===== src/rtl/cmd_stream_dma_if.sv =====
// AXI4 read-address/read-data channels plus the AXIS command stream of the command DMA.
// master = DMA side, slave = memory + stream sink side.
interface cmd_stream_dma_if #(
  parameter int ADDR_WIDTH = 32,
  parameter int ID_WIDTH   = 8
);
  logic [ID_WIDTH-1:0]   m_axi_arid;
  logic [ADDR_WIDTH-1:0] m_axi_araddr;
  logic [7:0]            m_axi_arlen;
  logic [2:0]            m_axi_arsize;
  logic [1:0]            m_axi_arburst;
  logic                  m_axi_arlock;
  logic [3:0]            m_axi_arcache;
  logic [2:0]            m_axi_arprot;
  logic                  m_axi_arvalid;
  logic                  m_axi_arready;

  logic [ID_WIDTH-1:0]   m_axi_rid;
  logic [31:0]           m_axi_rdata;
  logic [1:0]            m_axi_rresp;
  logic                  m_axi_rlast;
  logic                  m_axi_rvalid;
  logic                  m_axi_rready;

  logic                  m_cmd_axis_tvalid;
  logic                  m_cmd_axis_tready;
  logic                  m_cmd_axis_tlast;
  logic [31:0]           m_cmd_axis_tdata;

  modport master (
    output m_axi_arid, m_axi_araddr, m_axi_arlen, m_axi_arsize, m_axi_arburst,
    output m_axi_arlock, m_axi_arcache, m_axi_arprot, m_axi_arvalid,
    input  m_axi_arready,
    input  m_axi_rid, m_axi_rdata, m_axi_rresp, m_axi_rlast, m_axi_rvalid,
    output m_axi_rready,
    output m_cmd_axis_tvalid, m_cmd_axis_tlast, m_cmd_axis_tdata,
    input  m_cmd_axis_tready
  );

  modport slave (
    input  m_axi_arid, m_axi_araddr, m_axi_arlen, m_axi_arsize, m_axi_arburst,
    input  m_axi_arlock, m_axi_arcache, m_axi_arprot, m_axi_arvalid,
    output m_axi_arready,
    output m_axi_rid, m_axi_rdata, m_axi_rresp, m_axi_rlast, m_axi_rvalid,
    input  m_axi_rready,
    input  m_cmd_axis_tvalid, m_cmd_axis_tlast, m_cmd_axis_tdata,
    output m_cmd_axis_tready
  );
endinterface


===== src/rtl/cmd_stream_dma.sv =====
// Command-list DMA: AXI4 INCR read bursts (<= BURST_LEN, never crossing 4 KiB) into a FIFO, out as AXIS.
// Latency: R beat -> tvalid 1 cycle (registered FIFO, no bypass); done pulses 1 cycle after last word.
// Backpressure: tready stalls drain; AR issue waits for FIFO credit so rready stays high.
module cmd_stream_dma #(
  parameter int ADDR_WIDTH = 32,
  parameter int ID_WIDTH   = 8,
  parameter int LEN_WIDTH  = 24,
  parameter int BURST_LEN  = 16,
  parameter int FIFO_DEPTH = 64
) (
  input  logic                  aclk,
  input  logic                  reset,
  input  logic                  start,
  input  logic [ADDR_WIDTH-1:0] start_addr,
  input  logic [LEN_WIDTH-1:0]  length_words,
  output logic                  busy,
  output logic                  done,
  output logic                  error,
  cmd_stream_dma_if.master      bus
);
  localparam int AW = $clog2(FIFO_DEPTH);
  localparam int CW = AW + 1;
  localparam int SW = CW + 10;

  typedef enum logic [1:0] {IDLE, ISSUE, DRAIN, DONE} state_t;

  state_t                state;
  logic [ADDR_WIDTH-1:0] addr_q;
  logic [LEN_WIDTH-1:0]  remaining_q;
  logic [LEN_WIDTH-1:0]  len_q;
  logic [LEN_WIDTH-1:0]  out_cnt;
  logic [CW-1:0]         outstanding;
  logic [8:0]            beats_q;
  logic                  arvalid_q;
  logic [ADDR_WIDTH-1:0] araddr_q;
  logic [7:0]            arlen_q;

  logic [31:0]           mem [FIFO_DEPTH];
  logic [AW-1:0]         wr_ptr;
  logic [AW-1:0]         rd_ptr;
  logic [CW-1:0]         count;

  logic                  push;
  logic                  pop;
  logic                  tvalid_i;
  logic                  tlast_i;
  logic [12:0]           page_words;
  logic [8:0]            beats;
  logic                  credit_ok;
  logic                  issue;
  logic                  unused_r;

  assign push     = bus.m_axi_rvalid;
  assign tvalid_i = (count != '0);
  assign pop      = tvalid_i && bus.m_cmd_axis_tready;
  // tlast comes from the output word counter; rlast is meaningless across bursts
  assign tlast_i  = tvalid_i && (out_cnt == len_q - LEN_WIDTH'(1));
  assign unused_r = ^{bus.m_axi_rid, bus.m_axi_rlast};

  always_comb begin
    page_words = (13'h1000 - {1'b0, addr_q[11:0]}) >> 2;
    beats      = 9'(BURST_LEN);
    if ({4'b0, beats} > page_words) beats = page_words[8:0];
    if (LEN_WIDTH'(beats) > remaining_q) beats = remaining_q[8:0];
    // count + outstanding covers every word that can still land in the FIFO
    credit_ok = (SW'(count) + SW'(outstanding) + SW'(beats)) <= SW'(FIFO_DEPTH);
  end

  assign issue = (state == ISSUE) && !arvalid_q && credit_ok;

  always_ff @(posedge aclk) begin
    if (reset) begin
      state       <= IDLE;
      busy        <= 1'b0;
      done        <= 1'b0;
      error       <= 1'b0;
      addr_q      <= '0;
      remaining_q <= '0;
      len_q       <= '0;
      out_cnt     <= '0;
      outstanding <= '0;
      beats_q     <= '0;
      arvalid_q   <= 1'b0;
      araddr_q    <= '0;
      arlen_q     <= '0;
    end else begin
      done <= 1'b0;
      if (push && bus.m_axi_rresp != 2'b00) error <= 1'b1;
      // credit is reserved when arvalid rises and returned one beat at a time
      outstanding <= outstanding + (issue ? CW'(beats) : CW'(0))
                     - ((push && outstanding != '0) ? CW'(1) : CW'(0));
      if (pop) out_cnt <= out_cnt + LEN_WIDTH'(1);

      case (state)
        IDLE: begin
          if (start) begin
            addr_q      <= start_addr;
            remaining_q <= length_words;
            len_q       <= length_words;
            out_cnt     <= '0;
            error       <= 1'b0;
            if (length_words == '0) begin
              state <= DONE;
              done  <= 1'b1;
            end else begin
              state <= ISSUE;
              busy  <= 1'b1;
            end
          end
        end
        ISSUE: begin
          if (arvalid_q) begin
            if (bus.m_axi_arready) begin
              arvalid_q   <= 1'b0;
              addr_q      <= addr_q + ADDR_WIDTH'({beats_q, 2'b00});
              remaining_q <= remaining_q - LEN_WIDTH'(beats_q);
              if (remaining_q == LEN_WIDTH'(beats_q)) state <= DRAIN;
            end
          end else if (credit_ok) begin
            arvalid_q <= 1'b1;
            araddr_q  <= addr_q;
            arlen_q   <= 8'(beats - 9'd1);
            beats_q   <= beats;
          end
        end
        DRAIN: begin
          if (pop && tlast_i) begin
            state <= DONE;
            done  <= 1'b1;
            busy  <= 1'b0;
          end
        end
        DONE: state <= IDLE;
        default: state <= IDLE;
      endcase
    end
  end

  always_ff @(posedge aclk) begin
    if (push) mem[wr_ptr] <= bus.m_axi_rdata;
  end

  always_ff @(posedge aclk) begin
    if (reset) begin
      wr_ptr <= '0;
      rd_ptr <= '0;
      count  <= '0;
    end else begin
      if (push) wr_ptr <= wr_ptr + AW'(1);
      if (pop)  rd_ptr <= rd_ptr + AW'(1);
      count <= count + CW'(push) - CW'(pop);
    end
  end

  assign bus.m_axi_arid      = ID_WIDTH'(0);
  assign bus.m_axi_araddr    = araddr_q;
  assign bus.m_axi_arlen     = arlen_q;
  assign bus.m_axi_arsize    = 3'b010;
  assign bus.m_axi_arburst   = 2'b01;
  assign bus.m_axi_arlock    = 1'b0;
  assign bus.m_axi_arcache   = 4'b0011;
  assign bus.m_axi_arprot    = 3'b000;
  assign bus.m_axi_arvalid   = arvalid_q;
  assign bus.m_axi_rready    = 1'b1;
  assign bus.m_cmd_axis_tvalid = tvalid_i;
  assign bus.m_cmd_axis_tlast  = tlast_i;
  assign bus.m_cmd_axis_tdata  = mem[rd_ptr];
endmodule


===== src/flat_wrapper.sv =====
// flat-port wrapper written by rule: the top's interface ports become plain ports
module cmd_stream_dma_flat 
#(
  parameter int ADDR_WIDTH = 32,
  parameter int ID_WIDTH   = 8,
  parameter int LEN_WIDTH  = 24,
  parameter int BURST_LEN  = 16,
  parameter int FIFO_DEPTH = 64
)
  (aclk, reset, start, start_addr, length_words, busy, done, error, bus_m_axi_arid, bus_m_axi_araddr, bus_m_axi_arlen, bus_m_axi_arsize, bus_m_axi_arburst, bus_m_axi_arlock, bus_m_axi_arcache, bus_m_axi_arprot, bus_m_axi_arvalid, bus_m_axi_arready, bus_m_axi_rid, bus_m_axi_rdata, bus_m_axi_rresp, bus_m_axi_rlast, bus_m_axi_rvalid, bus_m_axi_rready, bus_m_cmd_axis_tvalid, bus_m_cmd_axis_tlast, bus_m_cmd_axis_tdata, bus_m_cmd_axis_tready);
  cmd_stream_dma_if #(.ADDR_WIDTH(ADDR_WIDTH), .ID_WIDTH(ID_WIDTH)) bus_i ();
  input  logic aclk;
  input  logic reset;
  input  logic start;
  input  logic [ADDR_WIDTH-1:0] start_addr;
  input  logic [LEN_WIDTH-1:0] length_words;
  output logic busy;
  output logic done;
  output logic error;
  output wire logic [$bits(bus_i.m_axi_arid)-1:0] bus_m_axi_arid;
  output wire logic [$bits(bus_i.m_axi_araddr)-1:0] bus_m_axi_araddr;
  output wire logic [$bits(bus_i.m_axi_arlen)-1:0] bus_m_axi_arlen;
  output wire logic [$bits(bus_i.m_axi_arsize)-1:0] bus_m_axi_arsize;
  output wire logic [$bits(bus_i.m_axi_arburst)-1:0] bus_m_axi_arburst;
  output wire logic [$bits(bus_i.m_axi_arlock)-1:0] bus_m_axi_arlock;
  output wire logic [$bits(bus_i.m_axi_arcache)-1:0] bus_m_axi_arcache;
  output wire logic [$bits(bus_i.m_axi_arprot)-1:0] bus_m_axi_arprot;
  output wire logic [$bits(bus_i.m_axi_arvalid)-1:0] bus_m_axi_arvalid;
  input wire logic [$bits(bus_i.m_axi_arready)-1:0] bus_m_axi_arready;
  input wire logic [$bits(bus_i.m_axi_rid)-1:0] bus_m_axi_rid;
  input wire logic [$bits(bus_i.m_axi_rdata)-1:0] bus_m_axi_rdata;
  input wire logic [$bits(bus_i.m_axi_rresp)-1:0] bus_m_axi_rresp;
  input wire logic [$bits(bus_i.m_axi_rlast)-1:0] bus_m_axi_rlast;
  input wire logic [$bits(bus_i.m_axi_rvalid)-1:0] bus_m_axi_rvalid;
  output wire logic [$bits(bus_i.m_axi_rready)-1:0] bus_m_axi_rready;
  output wire logic [$bits(bus_i.m_cmd_axis_tvalid)-1:0] bus_m_cmd_axis_tvalid;
  output wire logic [$bits(bus_i.m_cmd_axis_tlast)-1:0] bus_m_cmd_axis_tlast;
  output wire logic [$bits(bus_i.m_cmd_axis_tdata)-1:0] bus_m_cmd_axis_tdata;
  input wire logic [$bits(bus_i.m_cmd_axis_tready)-1:0] bus_m_cmd_axis_tready;
  assign bus_m_axi_arid = bus_i.m_axi_arid;
  assign bus_m_axi_araddr = bus_i.m_axi_araddr;
  assign bus_m_axi_arlen = bus_i.m_axi_arlen;
  assign bus_m_axi_arsize = bus_i.m_axi_arsize;
  assign bus_m_axi_arburst = bus_i.m_axi_arburst;
  assign bus_m_axi_arlock = bus_i.m_axi_arlock;
  assign bus_m_axi_arcache = bus_i.m_axi_arcache;
  assign bus_m_axi_arprot = bus_i.m_axi_arprot;
  assign bus_m_axi_arvalid = bus_i.m_axi_arvalid;
  assign bus_i.m_axi_arready = bus_m_axi_arready;
  assign bus_i.m_axi_rid = bus_m_axi_rid;
  assign bus_i.m_axi_rdata = bus_m_axi_rdata;
  assign bus_i.m_axi_rresp = bus_m_axi_rresp;
  assign bus_i.m_axi_rlast = bus_m_axi_rlast;
  assign bus_i.m_axi_rvalid = bus_m_axi_rvalid;
  assign bus_m_axi_rready = bus_i.m_axi_rready;
  assign bus_m_cmd_axis_tvalid = bus_i.m_cmd_axis_tvalid;
  assign bus_m_cmd_axis_tlast = bus_i.m_cmd_axis_tlast;
  assign bus_m_cmd_axis_tdata = bus_i.m_cmd_axis_tdata;
  assign bus_i.m_cmd_axis_tready = bus_m_cmd_axis_tready;
  cmd_stream_dma #(.ADDR_WIDTH(ADDR_WIDTH), .ID_WIDTH(ID_WIDTH), .LEN_WIDTH(LEN_WIDTH), .BURST_LEN(BURST_LEN), .FIFO_DEPTH(FIFO_DEPTH)) u_core (.aclk(aclk), .reset(reset), .start(start), .start_addr(start_addr), .length_words(length_words), .busy(busy), .done(done), .error(error), .bus(bus_i));
endmodule

===== config.mk =====
export PLATFORM = sky130hd
export DESIGN_NAME = cmd_stream_dma_flat
export DESIGN_NICKNAME = d
export VERILOG_FILES = /design/src/rtl/cmd_stream_dma_if.sv /design/src/rtl/cmd_stream_dma.sv /design/src/flat_wrapper.sv
export SDC_FILE = /design/constraint.sdc
export NUM_CORES = 2
export LEC_CHECK = 0
export CORE_MARGIN = 5
export CORE_UTILIZATION = 40
export CTS_CLUSTER_SIZE = 24
export DETAILED_ROUTE_END_ITERATION = 8
export PLACE_DENSITY = 0.64
export RECOVER_POWER = 50
export SLEW_MARGIN = 25
export SYNTH_ARGS = -nofsm -noshare
export SYNTH_HDL_FRONTEND = slang
export SYNTH_SLANG_ARGS = --single-unit

===== constraint.sdc =====
create_clock -name aclk -period 7.8 [get_ports aclk]
set_input_delay 1.17 -clock aclk [delete_from_list [all_inputs] [get_ports aclk]]
set_output_delay 1.17 -clock aclk [all_outputs]
set_load 0.02 [all_outputs]

==> impl.org <==
** STA
- Final setup viols :: 0
- For the pin with the worst max-slew slack, the measured transition is 3201 ps.
- Final setup TNS :: 0 ps
- Worst path setup slack after routing :: 339.9 ps
- Share of the cycle needed by the critical path after routing :: 95.64%
- The count of final max-slew check failures was 2,207.
- Clock period minus worst slack :: 7460 ps
- Headroom to the max-slew limit :: -113.4%
- Post-Route Skew :: 86.93 ps
- For this run, the top clock speed supported by timing is 0.1340 GHz.
- Number of endpoints with negative hold slack in the final report :: 0

** Synth
- In this run the cell area of the synthesized design comes to 89,250 µm².
- A synthesized cell averages 20.08 µm².
- For this run, the leading register cell type out of synthesis is edfxtp_1.
- Synthesis-stage register bit count :: 2,239
- Count of cell types in the netlist :: 80
- In this run the biggest area consumer among cell types represents 68.90% of the synthesized area.
- After synthesis, the share of flip-flops with an asynchronous set or reset is 0%.
- Counting flops with a built-in enable in the synthesized netlist gives 2,048.
- Top area cells in the synthesized netlist :: edfxtp_1 69%, mux4_2 17%, dfxtp_1 4.3%, nand2_1 0.93%, ha_1 0.88%
- Share of the yosys chip area belonging to registers :: 73.19%
- Number of warnings printed during yosys synthesis :: 0
- After technology mapping, the gate count stands at 4,445.
- Cell accounting for the most synthesized area :: edfxtp_1

** Cells and area
- The area growth from synthesis to layout is 14.40%.
- Area occupied by registers :: 65,340 µm²
- The final layout contains 4,904 nets.
- Number of filler instances in the final layout :: 18,510
- Cells with a size suffix above 1 make up 24.33% of the layout.
- In the final layout, the multi-input gates occupy 23,060 µm².
- After routing the design area is 102,100 µm².

** Hold path
- Type of the tightest min-delay check :: flip-flop to flip-flop
- Along the worst hold path, the cell count comes to 2.

** Pwr
- The worst-case IR drop observed on VDD is 194.5 µV.
- Pwr per Cell Area :: 298.4 nW/µm²
- Leakage power :: 0.03111 µW
- After layout, the design draws a total of 30,470 µW.

** Route
- Remaining number of nets flagged by the antenna check after routing :: 0
- Summed over all layers, the routed wires come to 221.9 mm.
- For this run, the detailed router's first-pass iteration total came to 6.
- Dividing the detail-routed via count by the number of cells gives 5.707.
- The detailed router placed 44,970 vias in this run.
- Violation count after the first detailed-routing iteration :: 5,318
- Wirelength per Cell :: 28.16 µm
- After detailed routing, the number of remaining DRC violations is 0.

** Clock tree
- Clock-pin slew was measured on the worst setup and hold paths at 60 ps.
- Library cell used as clock root buffer :: clkbuf_16
- Worst-skew pair later-pin latency :: 870 ps
- The H-tree was split into 4 levels.
- Maximum root-to-sink buffer count :: 3
- The number of clock buffers added by TritonCTS is 214.
- TritonCTS built the clock tree.
- The tree built by TritonCTS fans out to 2,239 sinks.

** Worst setup path
- For the worst setup path, the data arrival time is 8140 ps.
- For this run, the slowest stage of the critical path takes 570 ps.
- STA puts the critical path data required time at 8480 ps.
- Most common cell on crit path :: a21o_1
- WS Path Type :: flip-flop to flip-flop
- Worst Setup End Kind :: flip-flop
- Crit start category :: flip-flop
- CP max stage cell :: or4_4
- Measured in cells, the most critical reg-to-reg path has a length of 32.
- Critical path fanouts, max :: 10

** Placed design
- Total cell area at the placement stage :: 95,170 µm²
- Dpl hpwl :: 127.2 mm
- Before CTS, the worst setup slack after placement is -68.53 ps.
- Port Buf Inserts :: 173
- Final Wtd Congestion :: 0.8351

** Die
- Die Area :: 232,700 µm²
- The total area inside the core boundary comes to 222,100 µm².
- The initialized floorplan defines 173 standard-cell rows.
- DIE WIDTH :: 482.4 µm
- Initial standard-cell utilization of the core :: 40.19%
- Number of top-level design ports :: 205
- Vertical die dimension :: 482.4 µm

** Global route
- Number of antenna violations at the first check in global routing :: 26
- The number of global-route vias before repair is 44,680.
- Wire length of the first global-routing pass :: 319.8 mm
- Grt total ovfl :: 0
- Across every metal layer, demand over resource in global routing totals 18.94%.
- Maximum number of pins on one net before global-route repair :: 105

** Run status
- The checks that failed: capacitance limit, slew limit.
- Outcome :: complete, but fails checks

** Flow run
- The tool flagged a number of max-cap violations equal to 37.
==> path summary, 6_finish.rpt <==
kind                                 start                                to  slack (ps)
max          u_core.addr_q[1]$_SDFFE_PP0P_  u_core.outstanding[6]$_SDFF_PP0_         340
min reg2reg        u_core.error$_SDFF_PP0_           u_core.error$_SDFF_PP0_         450
min                u_core.error$_SDFF_PP0_           u_core.error$_SDFF_PP0_         450
max reg2reg  u_core.addr_q[1]$_SDFFE_PP0P_  u_core.outstanding[6]$_SDFF_PP0_         340
==> stage by stage <==
step	utilization (%)	instances	hold WS (ps)
3_5_place_dp	42.85	7482	442.0
6_report	45.98	7881	447.9
2_1_floorplan	-	4469	448.1
4_1_cts	46.01	7873	450.2
3_3_place_gp	42.83	7480	435.1
5_1_grt	45.97	7876	459.9
==> synth_stat cells (37+ instances only) <==
master,instances
a21oi_1,121
buf_1,63
clkbuf_1,165
dfxtp_1,191
edfxtp_1,2048
ha_1,63
inv_1,88
mux4_2,668
nand2_1,221
nand3_1,41
nor2_1,187
nor3_1,45
o21ai_0,42
xnor2_1,50
xor2_1,37
==> power breakdown <==
| part | leakage, µW | internal [µW] | switching (µW) |
|---|---|---|---|
| Sequential | 0.0200 | 13400 | 323 |
| Clock | 0.00337 | 5820 | 4480 |
| Combinational | 0.00775 | 2940 | 3540 |
| Total | 0.0311 | 22100 | 8340 |
==> layout by cell type (no fill, tap or decap), types with 38 or more instances in the layout <==
cell and n:
edfxtp_1 2048, mux4_2 668, nand2_1 221, clkbuf_16 217
dfxtp_1 185, nor2_1 143, clkdlybuf4s50_1 139, a21oi_1 118
buf_4 107, inv_1 88, clkbuf_1 86, ha_1 61
xnor2_1 50, clkinv_1 44, nor2_4 43, nand3_1 41
o21ai_0 39, nor3_1 38
==> metal layers <==
layer	wire, µm	track usage (%)
met5	0	0
met4	6489	5.805
met3	17140	3.684
met2	107800	30.37
met1	90460	26.46
==> layout make-up <==
class	instances	share of cell area, %
clock buffer	274	5.591
sequential	2239	63.99
timing repair buffer	298	2.568
inverter	88	0.3235
antenna	7	0.01716
tap	2975	3.645
multi-input combinational	1883	22.59
clock inverter	117	1.272
==> worst max-delay path, delay by kind of cell, from the launching register on <==
kind                     cells  cell delay [ps]
adder cells (fa/ha/maj)      5             1710
flip-flops                   1              360
multiplexers                 1              210
AO/OA/AOI/OAI               11             1920
AND/OR/NAND/NOR             10             2540
XOR/XNOR                     1              150
buffers and inverters        4              380
==> repair_timing <==
item,4_1_cts,5_1_grt
endpoints found under the hold margin,0,0
hold buffers,0,0
resized for setup,2,17
buffers inserted,0,1
pin swaps,0,3
setup endpoints to repair,1,3
==> flip-flops by register name (all words and copies together) (netlist names), named ones only <==
| register | cells |
|---|---|
| u_core.len_q | 24 |
| u_core.bus.m_axi_arlen | 8 |
| u_core.out_cnt | 24 |
| u_core.mem | 2048 |
| u_core.error | 1 |
| u_core.rd_ptr | 6 |
| u_core.outstanding | 7 |
| u_core.wr_ptr | 6 |
| u_core.beats_q | 9 |
| u_core.count | 7 |
| u_core.bus.m_axi_arvalid | 1 |
| u_core.state | 2 |
| u_core.remaining_q | 24 |
| u_core.addr_q | 32 |
| u_core.bus.m_axi_araddr | 32 |
| u_core.done | 1 |
| u_core.busy | 1 |
==> logic make-up after synthesis <==
logic type                 Yosys count  synth area share, %
other                                2             0.008414
muxes                              709                17.33
AOI/OAI and AO/OA                  330                2.396
buffers and inverters              347                1.578
adders and majority gates           75                1.152
xor gates and xnor gates            87               0.8537
and+or+nand+nor                    656                3.491
DFF                               2239                73.19
(Power assumes the default switching activity.)
